## src/rtl/spi_cmd_arbiter_if.sv

```systemverilog
// Signal bundle between spi_cmd_arbiter, its requesters and the shared SPI driver.
// The arbiter uses the master modport; clients and the driver sit on the slave side.
interface spi_cmd_arbiter_if #(
  parameter int N_REQ      = 4,
  parameter int SPI_MAXLEN = 16
);
  localparam int W = $clog2(SPI_MAXLEN) + 1;

  logic [N_REQ-1:0]            req;
  logic [N_REQ*W-1:0]          req_n_clks;
  logic [N_REQ*SPI_MAXLEN-1:0] req_tx_data;
  logic [N_REQ-1:0]            gnt;
  logic [N_REQ-1:0]            rsp_valid;
  logic                        rsp_err;
  logic [SPI_MAXLEN-1:0]       rsp_rx_data;
  logic                        busy;

  logic                        drv_rdy;
  logic                        drv_start;
  logic [W-1:0]                drv_n_clks;
  logic [SPI_MAXLEN-1:0]       drv_tx_data;
  logic                        drv_done;
  logic [SPI_MAXLEN-1:0]       drv_rx_data;
  logic                        drv_abort;

  modport master (
    input  req, req_n_clks, req_tx_data, drv_rdy, drv_done, drv_rx_data,
    output gnt, rsp_valid, rsp_err, rsp_rx_data, busy,
           drv_start, drv_n_clks, drv_tx_data, drv_abort
  );

  modport slave (
    output req, req_n_clks, req_tx_data, drv_rdy, drv_done, drv_rx_data,
    input  gnt, rsp_valid, rsp_err, rsp_rx_data, busy,
           drv_start, drv_n_clks, drv_tx_data, drv_abort
  );
endinterface

```

## src/rtl/spi_cmd_arbiter.sv

```systemverilog
// Round-robin arbiter that shares one SPI driver among N_REQ requesters,
// validates each command, launches it, supervises a timeout and returns the response.
module spi_cmd_arbiter #(
  parameter int N_REQ          = 4,
  parameter int SPI_MAXLEN     = 16,
  parameter int TIMEOUT_CYCLES = 4096
) (
  input  logic              clk,
  input  logic              sresetn,
  spi_cmd_arbiter_if.master bus
);
  localparam int W  = $clog2(SPI_MAXLEN) + 1;
  localparam int IW = $clog2(N_REQ);
  localparam int TW = $clog2(TIMEOUT_CYCLES) + 1;

  typedef enum logic [2:0] {
    ST_IDLE,
    ST_CHECK,
    ST_LAUNCH,
    ST_WAIT,
    ST_RESP
  } state_t;

  state_t                state_q, state_d;
  logic [IW-1:0]         rrPtr_q, rrPtr_d;
  logic [IW-1:0]         winIdx_q, winIdx_d;
  logic [TW-1:0]         timer_q, timer_d;
  logic                  err_q, err_d;
  logic [N_REQ-1:0]      gnt_q, gnt_d;
  logic [N_REQ-1:0]      rspValid_q, rspValid_d;
  logic                  rspErr_q, rspErr_d;
  logic [SPI_MAXLEN-1:0] rspRx_q, rspRx_d;
  logic                  busy_q, busy_d;
  logic                  drvStart_q, drvStart_d;
  logic                  drvAbort_q, drvAbort_d;
  logic [W-1:0]          drvNClks_q, drvNClks_d;
  logic [SPI_MAXLEN-1:0] drvTx_q, drvTx_d;

  logic [W-1:0]          nClksArr [N_REQ];
  logic [SPI_MAXLEN-1:0] txArr    [N_REQ];
  logic                  pickValid;
  logic [IW-1:0]         pickIdx;
  int                    cand;
  logic                  lenBad;
  logic                  timeoutHit;

  genvar g;
  generate
    for (g = 0; g < N_REQ; g++) begin : gUnpack
      assign nClksArr[g] = bus.req_n_clks[g*W +: W];
      assign txArr[g]    = bus.req_tx_data[g*SPI_MAXLEN +: SPI_MAXLEN];
    end
  endgenerate

  // First active request at or above the round-robin pointer, wrapping around.
  always_comb begin
    pickValid = 1'b0;
    pickIdx   = '0;
    cand      = 0;
    for (int k = 0; k < N_REQ; k++) begin
      cand = int'(rrPtr_q) + k;
      if (cand >= N_REQ) begin
        cand = cand - N_REQ;
      end
      if (!pickValid && bus.req[IW'(cand)]) begin
        pickValid = 1'b1;
        pickIdx   = IW'(cand);
      end
    end
  end

  assign lenBad     = (drvNClks_q == '0) || (drvNClks_q > W'(SPI_MAXLEN));
  assign timeoutHit = (timer_q == TW'(TIMEOUT_CYCLES - 1));

  always_ff @(posedge clk or negedge sresetn) begin
    if (!sresetn) begin
      state_q    <= ST_IDLE;
      rrPtr_q    <= '0;
      winIdx_q   <= '0;
      timer_q    <= '0;
      err_q      <= 1'b0;
      gnt_q      <= '0;
      rspValid_q <= '0;
      rspErr_q   <= 1'b0;
      rspRx_q    <= '0;
      busy_q     <= 1'b0;
      drvStart_q <= 1'b0;
      drvAbort_q <= 1'b0;
      drvNClks_q <= '0;
      drvTx_q    <= '0;
    end else begin
      state_q    <= state_d;
      rrPtr_q    <= rrPtr_d;
      winIdx_q   <= winIdx_d;
      timer_q    <= timer_d;
      err_q      <= err_d;
      gnt_q      <= gnt_d;
      rspValid_q <= rspValid_d;
      rspErr_q   <= rspErr_d;
      rspRx_q    <= rspRx_d;
      busy_q     <= busy_d;
      drvStart_q <= drvStart_d;
      drvAbort_q <= drvAbort_d;
      drvNClks_q <= drvNClks_d;
      drvTx_q    <= drvTx_d;
    end
  end

  // Pulses default low each cycle; the latched command fields hold until the next grant.
  always_comb begin
    state_d    = state_q;
    rrPtr_d    = rrPtr_q;
    winIdx_d   = winIdx_q;
    timer_d    = timer_q;
    err_d      = err_q;
    gnt_d      = '0;
    rspValid_d = '0;
    rspErr_d   = 1'b0;
    rspRx_d    = rspRx_q;
    drvStart_d = 1'b0;
    drvAbort_d = 1'b0;
    drvNClks_d = drvNClks_q;
    drvTx_d    = drvTx_q;

    unique case (state_q)
      ST_IDLE: begin
        if (pickValid && bus.drv_rdy) begin
          winIdx_d         = pickIdx;
          gnt_d[pickIdx]   = 1'b1;
          drvNClks_d       = nClksArr[pickIdx];
          drvTx_d          = txArr[pickIdx];
          err_d            = 1'b0;
          state_d          = ST_CHECK;
        end
      end
      ST_CHECK: begin
        if (lenBad) begin
          err_d   = 1'b1;
          rspRx_d = '0;
          state_d = ST_RESP;
        end else begin
          state_d = ST_LAUNCH;
        end
      end
      ST_LAUNCH: begin
        drvStart_d = 1'b1;
        timer_d    = '0;
        state_d    = ST_WAIT;
      end
      ST_WAIT: begin
        timer_d = timer_q + 1'b1;
        // A completion in the final timeout cycle still counts as success.
        if (bus.drv_done) begin
          rspRx_d = bus.drv_rx_data;
          err_d   = 1'b0;
          state_d = ST_RESP;
        end else if (timeoutHit) begin
          drvAbort_d = 1'b1;
          rspRx_d    = '0;
          err_d      = 1'b1;
          state_d    = ST_RESP;
        end
      end
      ST_RESP: begin
        rspValid_d[winIdx_q] = 1'b1;
        rspErr_d             = err_q;
        if (winIdx_q == IW'(N_REQ - 1)) begin
          rrPtr_d = '0;
        end else begin
          rrPtr_d = winIdx_q + 1'b1;
        end
        state_d = ST_IDLE;
      end
      default: begin
        state_d = ST_IDLE;
      end
    endcase

    busy_d = (state_d != ST_IDLE);
  end

  assign bus.gnt         = gnt_q;
  assign bus.rsp_valid   = rspValid_q;
  assign bus.rsp_err     = rspErr_q;
  assign bus.rsp_rx_data = rspRx_q;
  assign bus.busy        = busy_q;
  assign bus.drv_start   = drvStart_q;
  assign bus.drv_abort   = drvAbort_q;
  assign bus.drv_n_clks  = drvNClks_q;
  assign bus.drv_tx_data = drvTx_q;
endmodule

```

## src/flat_wrapper.sv

```systemverilog
// flat-port wrapper written by rule: the top's interface ports become plain ports
module spi_cmd_arbiter_flat 
#(
  parameter int N_REQ          = 4,
  parameter int SPI_MAXLEN     = 16,
  parameter int TIMEOUT_CYCLES = 4096
)
  (clk, sresetn, bus_req, bus_req_n_clks, bus_req_tx_data, bus_drv_rdy, bus_drv_done, bus_drv_rx_data, bus_gnt, bus_rsp_valid, bus_rsp_err, bus_rsp_rx_data, bus_busy, bus_drv_start, bus_drv_n_clks, bus_drv_tx_data, bus_drv_abort);
  spi_cmd_arbiter_if #(.N_REQ(N_REQ), .SPI_MAXLEN(SPI_MAXLEN)) bus_i ();
  input  logic clk;
  input  logic sresetn;
  input wire logic [$bits(bus_i.req)-1:0] bus_req;
  input wire logic [$bits(bus_i.req_n_clks)-1:0] bus_req_n_clks;
  input wire logic [$bits(bus_i.req_tx_data)-1:0] bus_req_tx_data;
  input wire logic [$bits(bus_i.drv_rdy)-1:0] bus_drv_rdy;
  input wire logic [$bits(bus_i.drv_done)-1:0] bus_drv_done;
  input wire logic [$bits(bus_i.drv_rx_data)-1:0] bus_drv_rx_data;
  output wire logic [$bits(bus_i.gnt)-1:0] bus_gnt;
  output wire logic [$bits(bus_i.rsp_valid)-1:0] bus_rsp_valid;
  output wire logic [$bits(bus_i.rsp_err)-1:0] bus_rsp_err;
  output wire logic [$bits(bus_i.rsp_rx_data)-1:0] bus_rsp_rx_data;
  output wire logic [$bits(bus_i.busy)-1:0] bus_busy;
  output wire logic [$bits(bus_i.drv_start)-1:0] bus_drv_start;
  output wire logic [$bits(bus_i.drv_n_clks)-1:0] bus_drv_n_clks;
  output wire logic [$bits(bus_i.drv_tx_data)-1:0] bus_drv_tx_data;
  output wire logic [$bits(bus_i.drv_abort)-1:0] bus_drv_abort;
  assign bus_i.req = bus_req;
  assign bus_i.req_n_clks = bus_req_n_clks;
  assign bus_i.req_tx_data = bus_req_tx_data;
  assign bus_i.drv_rdy = bus_drv_rdy;
  assign bus_i.drv_done = bus_drv_done;
  assign bus_i.drv_rx_data = bus_drv_rx_data;
  assign bus_gnt = bus_i.gnt;
  assign bus_rsp_valid = bus_i.rsp_valid;
  assign bus_rsp_err = bus_i.rsp_err;
  assign bus_rsp_rx_data = bus_i.rsp_rx_data;
  assign bus_busy = bus_i.busy;
  assign bus_drv_start = bus_i.drv_start;
  assign bus_drv_n_clks = bus_i.drv_n_clks;
  assign bus_drv_tx_data = bus_i.drv_tx_data;
  assign bus_drv_abort = bus_i.drv_abort;
  spi_cmd_arbiter #(.N_REQ(N_REQ), .SPI_MAXLEN(SPI_MAXLEN), .TIMEOUT_CYCLES(TIMEOUT_CYCLES)) u_core (.clk(clk), .sresetn(sresetn), .bus(bus_i));
endmodule
```

## config.mk

```make
export PLATFORM = sky130hd
export DESIGN_NAME = spi_cmd_arbiter_flat
export DESIGN_NICKNAME = d
export VERILOG_FILES = /design/src/rtl/spi_cmd_arbiter_if.sv /design/src/rtl/spi_cmd_arbiter.sv /design/src/flat_wrapper.sv
export SDC_FILE = /design/constraint.sdc
export NUM_CORES = 1
export LEC_CHECK = 0
export CAP_MARGIN = 20
export CORE_ASPECT_RATIO = 0.9
export CORE_MARGIN = 2
export CORE_UTILIZATION = 42
export CTS_CLUSTER_SIZE = 28
export DETAILED_ROUTE_END_ITERATION = 6
export GPL_TIMING_DRIVEN = 0
export PLACE_DENSITY_LB_ADDON = 0.25
export SYNTH_ARGS = -nofsm -noshare
export SYNTH_HDL_FRONTEND = slang
export SYNTH_SLANG_ARGS = --single-unit
```

## constraint.sdc

```tcl
create_clock -name clk -period 1.9 [get_ports clk]
set_clock_uncertainty 0.05 [all_clocks]
set_input_delay 0.38 -clock clk [delete_from_list [all_inputs] [get_ports clk]]
set_output_delay 0.38 -clock clk [all_outputs]
set_load 0.03 [all_outputs]
```

==> results.py <==
metrics = {
    "clock_network": {
        "clock-root-buffer": "clkbuf_8",
        "clock_latency_ns": 0.35,
        "clk_pin_slew_ns": 0.08,
        "cts_buffers": 9,
        "clock-sinks": 70,
        "htreeDepth": 3,
        "clockBufferDepth": 2,
        "cts_tree": "done",
    },
    "global_route": {
        "grt_pass1_vias": 3379,
        "grt_util_all_layers": 0.224,
        "grt.overflow.total": 0,
        "grt_max_degree": 71,
        "grt_antenna_before_repair": 0,
        "grt_pass1_wl_mm": 16.2,
    },
    "worst_setup_path": {
        "start_kind": "register",
        "critical_path_class": "reg -> out",
        "r2r_slack_ns": 0.08,
        "crit_arrival_ns": 1.43,
        "cp_max_fo": 2,
        "max_stage_delay_ns": 0.69,
        "r2r_cells": 8,
        "crit_required_ns": 1.47,
        "endpoint_kind": "primary output",
        "r2r-start": "u_core.timer_q[0]",
        "critPathBufInv": 1,
        "reg2reg_to": "u_core.bus.rsp_rx_data[8]",
        "cp_top_family": "buffers and inverters",
        "crit_path_top_delay_cell": "clkdlybuf4s50_1",
        "cp_cell_sequence": "clkdlybuf4s50_1",
    },
    "synthesis": {
        "ys_seq_area_frac": 0.491,
        "synth_top_area_cell": "dfrtp_1",
        "synth_edf_count": 0,
        "avgSynthCellArea_um2": 11.0,
        "synth_top_area_share": 0.491,
        "synth_most_common_cell": "dfrtp_1",
        "yosys-top-cells-area": "dfrtp_1 (49%), mux2i_1 (14%), o221ai_1 (5.2%)",
        "synth_area_mm2": 0.00357,
        "synth_cell_type_count": 43,
        "synth_nets": 438,
        "synth-seq-cells": 70,
        "synth_commonest_cells": "dfrtp_1 (70), mux2i_1 (49), nand2_1 (46)",
        "async_flop_share": 1.00,
        "ys.flop_type": "dfrtp_1",
        "synth_warnings": 0,
        "netlist_instances": 325,
    },
    "sta": {
        "period_share": 0.977,
        "max_slew_margin": 0.413,
        "holdWs_ns": 0.101,
        "fmaxAchievable_mhz": 539,
        "maxSlewViolCount": 0,
        "fin_crit_ns": 1.86,
        "finalSetupViolations": 0,
        "finalHoldViolCount": 0,
        "tightestPinTransition_ns": 0.880,
        "setup_ws_ns": 0.0441,
    },
    "final_layout": {
        "final_core_util": 0.682,
        "drive_above_1_share": 0.118,
        "fillCellCount": 642,
        "final_cell_area_mm2": 0.00556,
        "syn2layout_area_growth_pct": 55.8,
        "nNetsFinal": 610,
        "antenna-diode-count": 0,
    },
    "floorplanning": {
        "coreArea_mm2": 0.00815,
        "chipHeight_um": 91.4,
        "die-area_mm2": 0.00925,
        "row_count": 31,
        "ioPinCount": 157,
        "die_w_um": 101,
        "start_util": 0.438,
    },
    "pwr": {
        "finalPower_w": 0.00777,
        "vdd_ir_drop_max_mv": 0.689,
        "leakage_nw": 2.59,
        "p_per_area_mw_per_mm2": 1400,
    },
    "route": {
        "vias_per_cell": 5.28,
        "wl_per_cell_um": 16.5,
        "drc": 0,
        "drtAntennaViolNets": 0,
        "wirelength_mm": 9.94,
        "dr.pass1.iters": 4,
        "num_vias": 3172,
        "drt_iter0_drc": 102,
    },
    "placement": {
        "dp_slack_ns": -0.582,
        "placed_area_mm2": 0.00525,
        "io_buffers": 156,
        "gp_congestion": 0.761,
        "dp_hpwl_mm": 7.54,
    },
    "outcome": {
        "outcome": "finished, final reports clean",
    },
    "hold_path": {
        "hold_path.class": "in -> async",
    },
    "flow_run": {
        "drv_cap": 0,
    },
}
[cells in the final DEF (no fill, tap or decap), drive strengths merged, types with 4 or more instances in the layout]
cell,n
o21ai,17
ha,5
a21oi,5
o221ai,21
nand3,4
dfrtp,70
and2,6
nor3,5
and3,4
a22o,18
clkinv,5
clkbuf,19
inv,9
buf,18
nand2,46
nand4,5
nor2,16
clkdlybuf4s50,146
mux2i,49
dlygate4sd2,6
[worst max path at each step]
stage,from,to,depth (start not counted),slack [ns]
floorplan,u_core.bus.drv_n_clks[1],u_core.bus.rsp_rx_data[10],7,0.04
global placement,sresetn,u_core.bus.drv_tx_data[13],1,-1.98
detailed placement,bus_req[0],u_core.bus.drv_n_clks[1],7,-0.58
CTS,u_core.bus.drv_n_clks[1],bus_drv_n_clks[1],1,0.003
global route,bus_drv_rdy,u_core.bus.drv_tx_data[2],6,-0.02
finish,u_core.bus.drv_tx_data[12],bus_drv_tx_data[12],1,0.04
[routing by layer]
layer / routed length, um / global-route usage / up-vias
met3: 657 / 0.0685 / 16
met4: 199 / 0.0811 / 0
li1: - / - / 1526
met5: 0 / 0 / -
met2: 4920 / 0.363 / 113
met1: 4160 / 0.280 / 1517
[worst register-to-register path: stages (launching register included)]
cell and delay (ns):
dfrtp_1 0.40, ha_2 0.23, nand2_1 0.11, nor3_4 0.18
nand4_2 0.13, o21a_1 0.13, buf_6 0.13, buf_8 0.13
a22o_1 0.23
[registers in the layout, indices dropped and copies added (netlist names)]
signal                  cells
u_core.err_q                1
u_core.timer_q             13
u_core.state_q              3
u_core.bus.gnt              4
u_core.bus.rsp_valid        4
u_core.bus.drv_n_clks       5
u_core.bus.drv_tx_data     16
u_core.rrPtr_q              2
u_core.winIdx_q             2
u_core.bus.drv_abort        1
u_core.bus.rsp_err          1
u_core.bus.busy             1
u_core.bus.rsp_rx_data     16
u_core.bus.drv_start        1
[through the flow]
| stage | cells | setup TNS (ns) |
|---|---|---|
| CTS | 597 | 0 |
| finish | 601 | 0 |
| detailed placement | 580 | -12.90 |
| global placement | 580 | -150.54 |
| global route | 601 | -0.0628 |
| floorplan | 325 | 0 |
[kinds of logic (layout without fill, tap and decap cells)]
family	after synthesis	in the layout	share of synthesized area
simple gates	99	99	0.143
compound gates	70	70	0.156
flops	70	70	0.491
mux	50	50	0.141
buf+inv	30	207	0.0491
fa+ha+maj	5	5	0.0175
xor+xnor	1	1	0.00246
[where the power goes]
group / total [W] / internal, W / switching (W)
logic: 0.00420 / 0.00192 / 0.00228
clock network: 0.00117 / 0.000604 / 0.000565
registers: 0.00241 / 0.00202 / 0.000382
total: 0.00777 / 0.00455 / 0.00323
[final cells by class]
class,count,area [um^2],share of cell area
multi-input cells,225,1690,0.305
inverters,9,33.8,0.00608
clock inverters,6,62.6,0.0113
well taps,99,124,0.0223
clock buffers,10,128,0.0230
repair buffers,162,1620,0.291
plain buffers,20,145,0.0261
flip-flops and latches,70,1760,0.316
[repair_timing]
action,CTS,global route
endpoints found under the setup margin,27,37
resized for setup,10,18
cloned,0,0
pin swaps,2,10
setup buffers,1,5
hold endpoints to repair,0,0
hold buffers,0,0
Power figures use the tool's default switching activity.
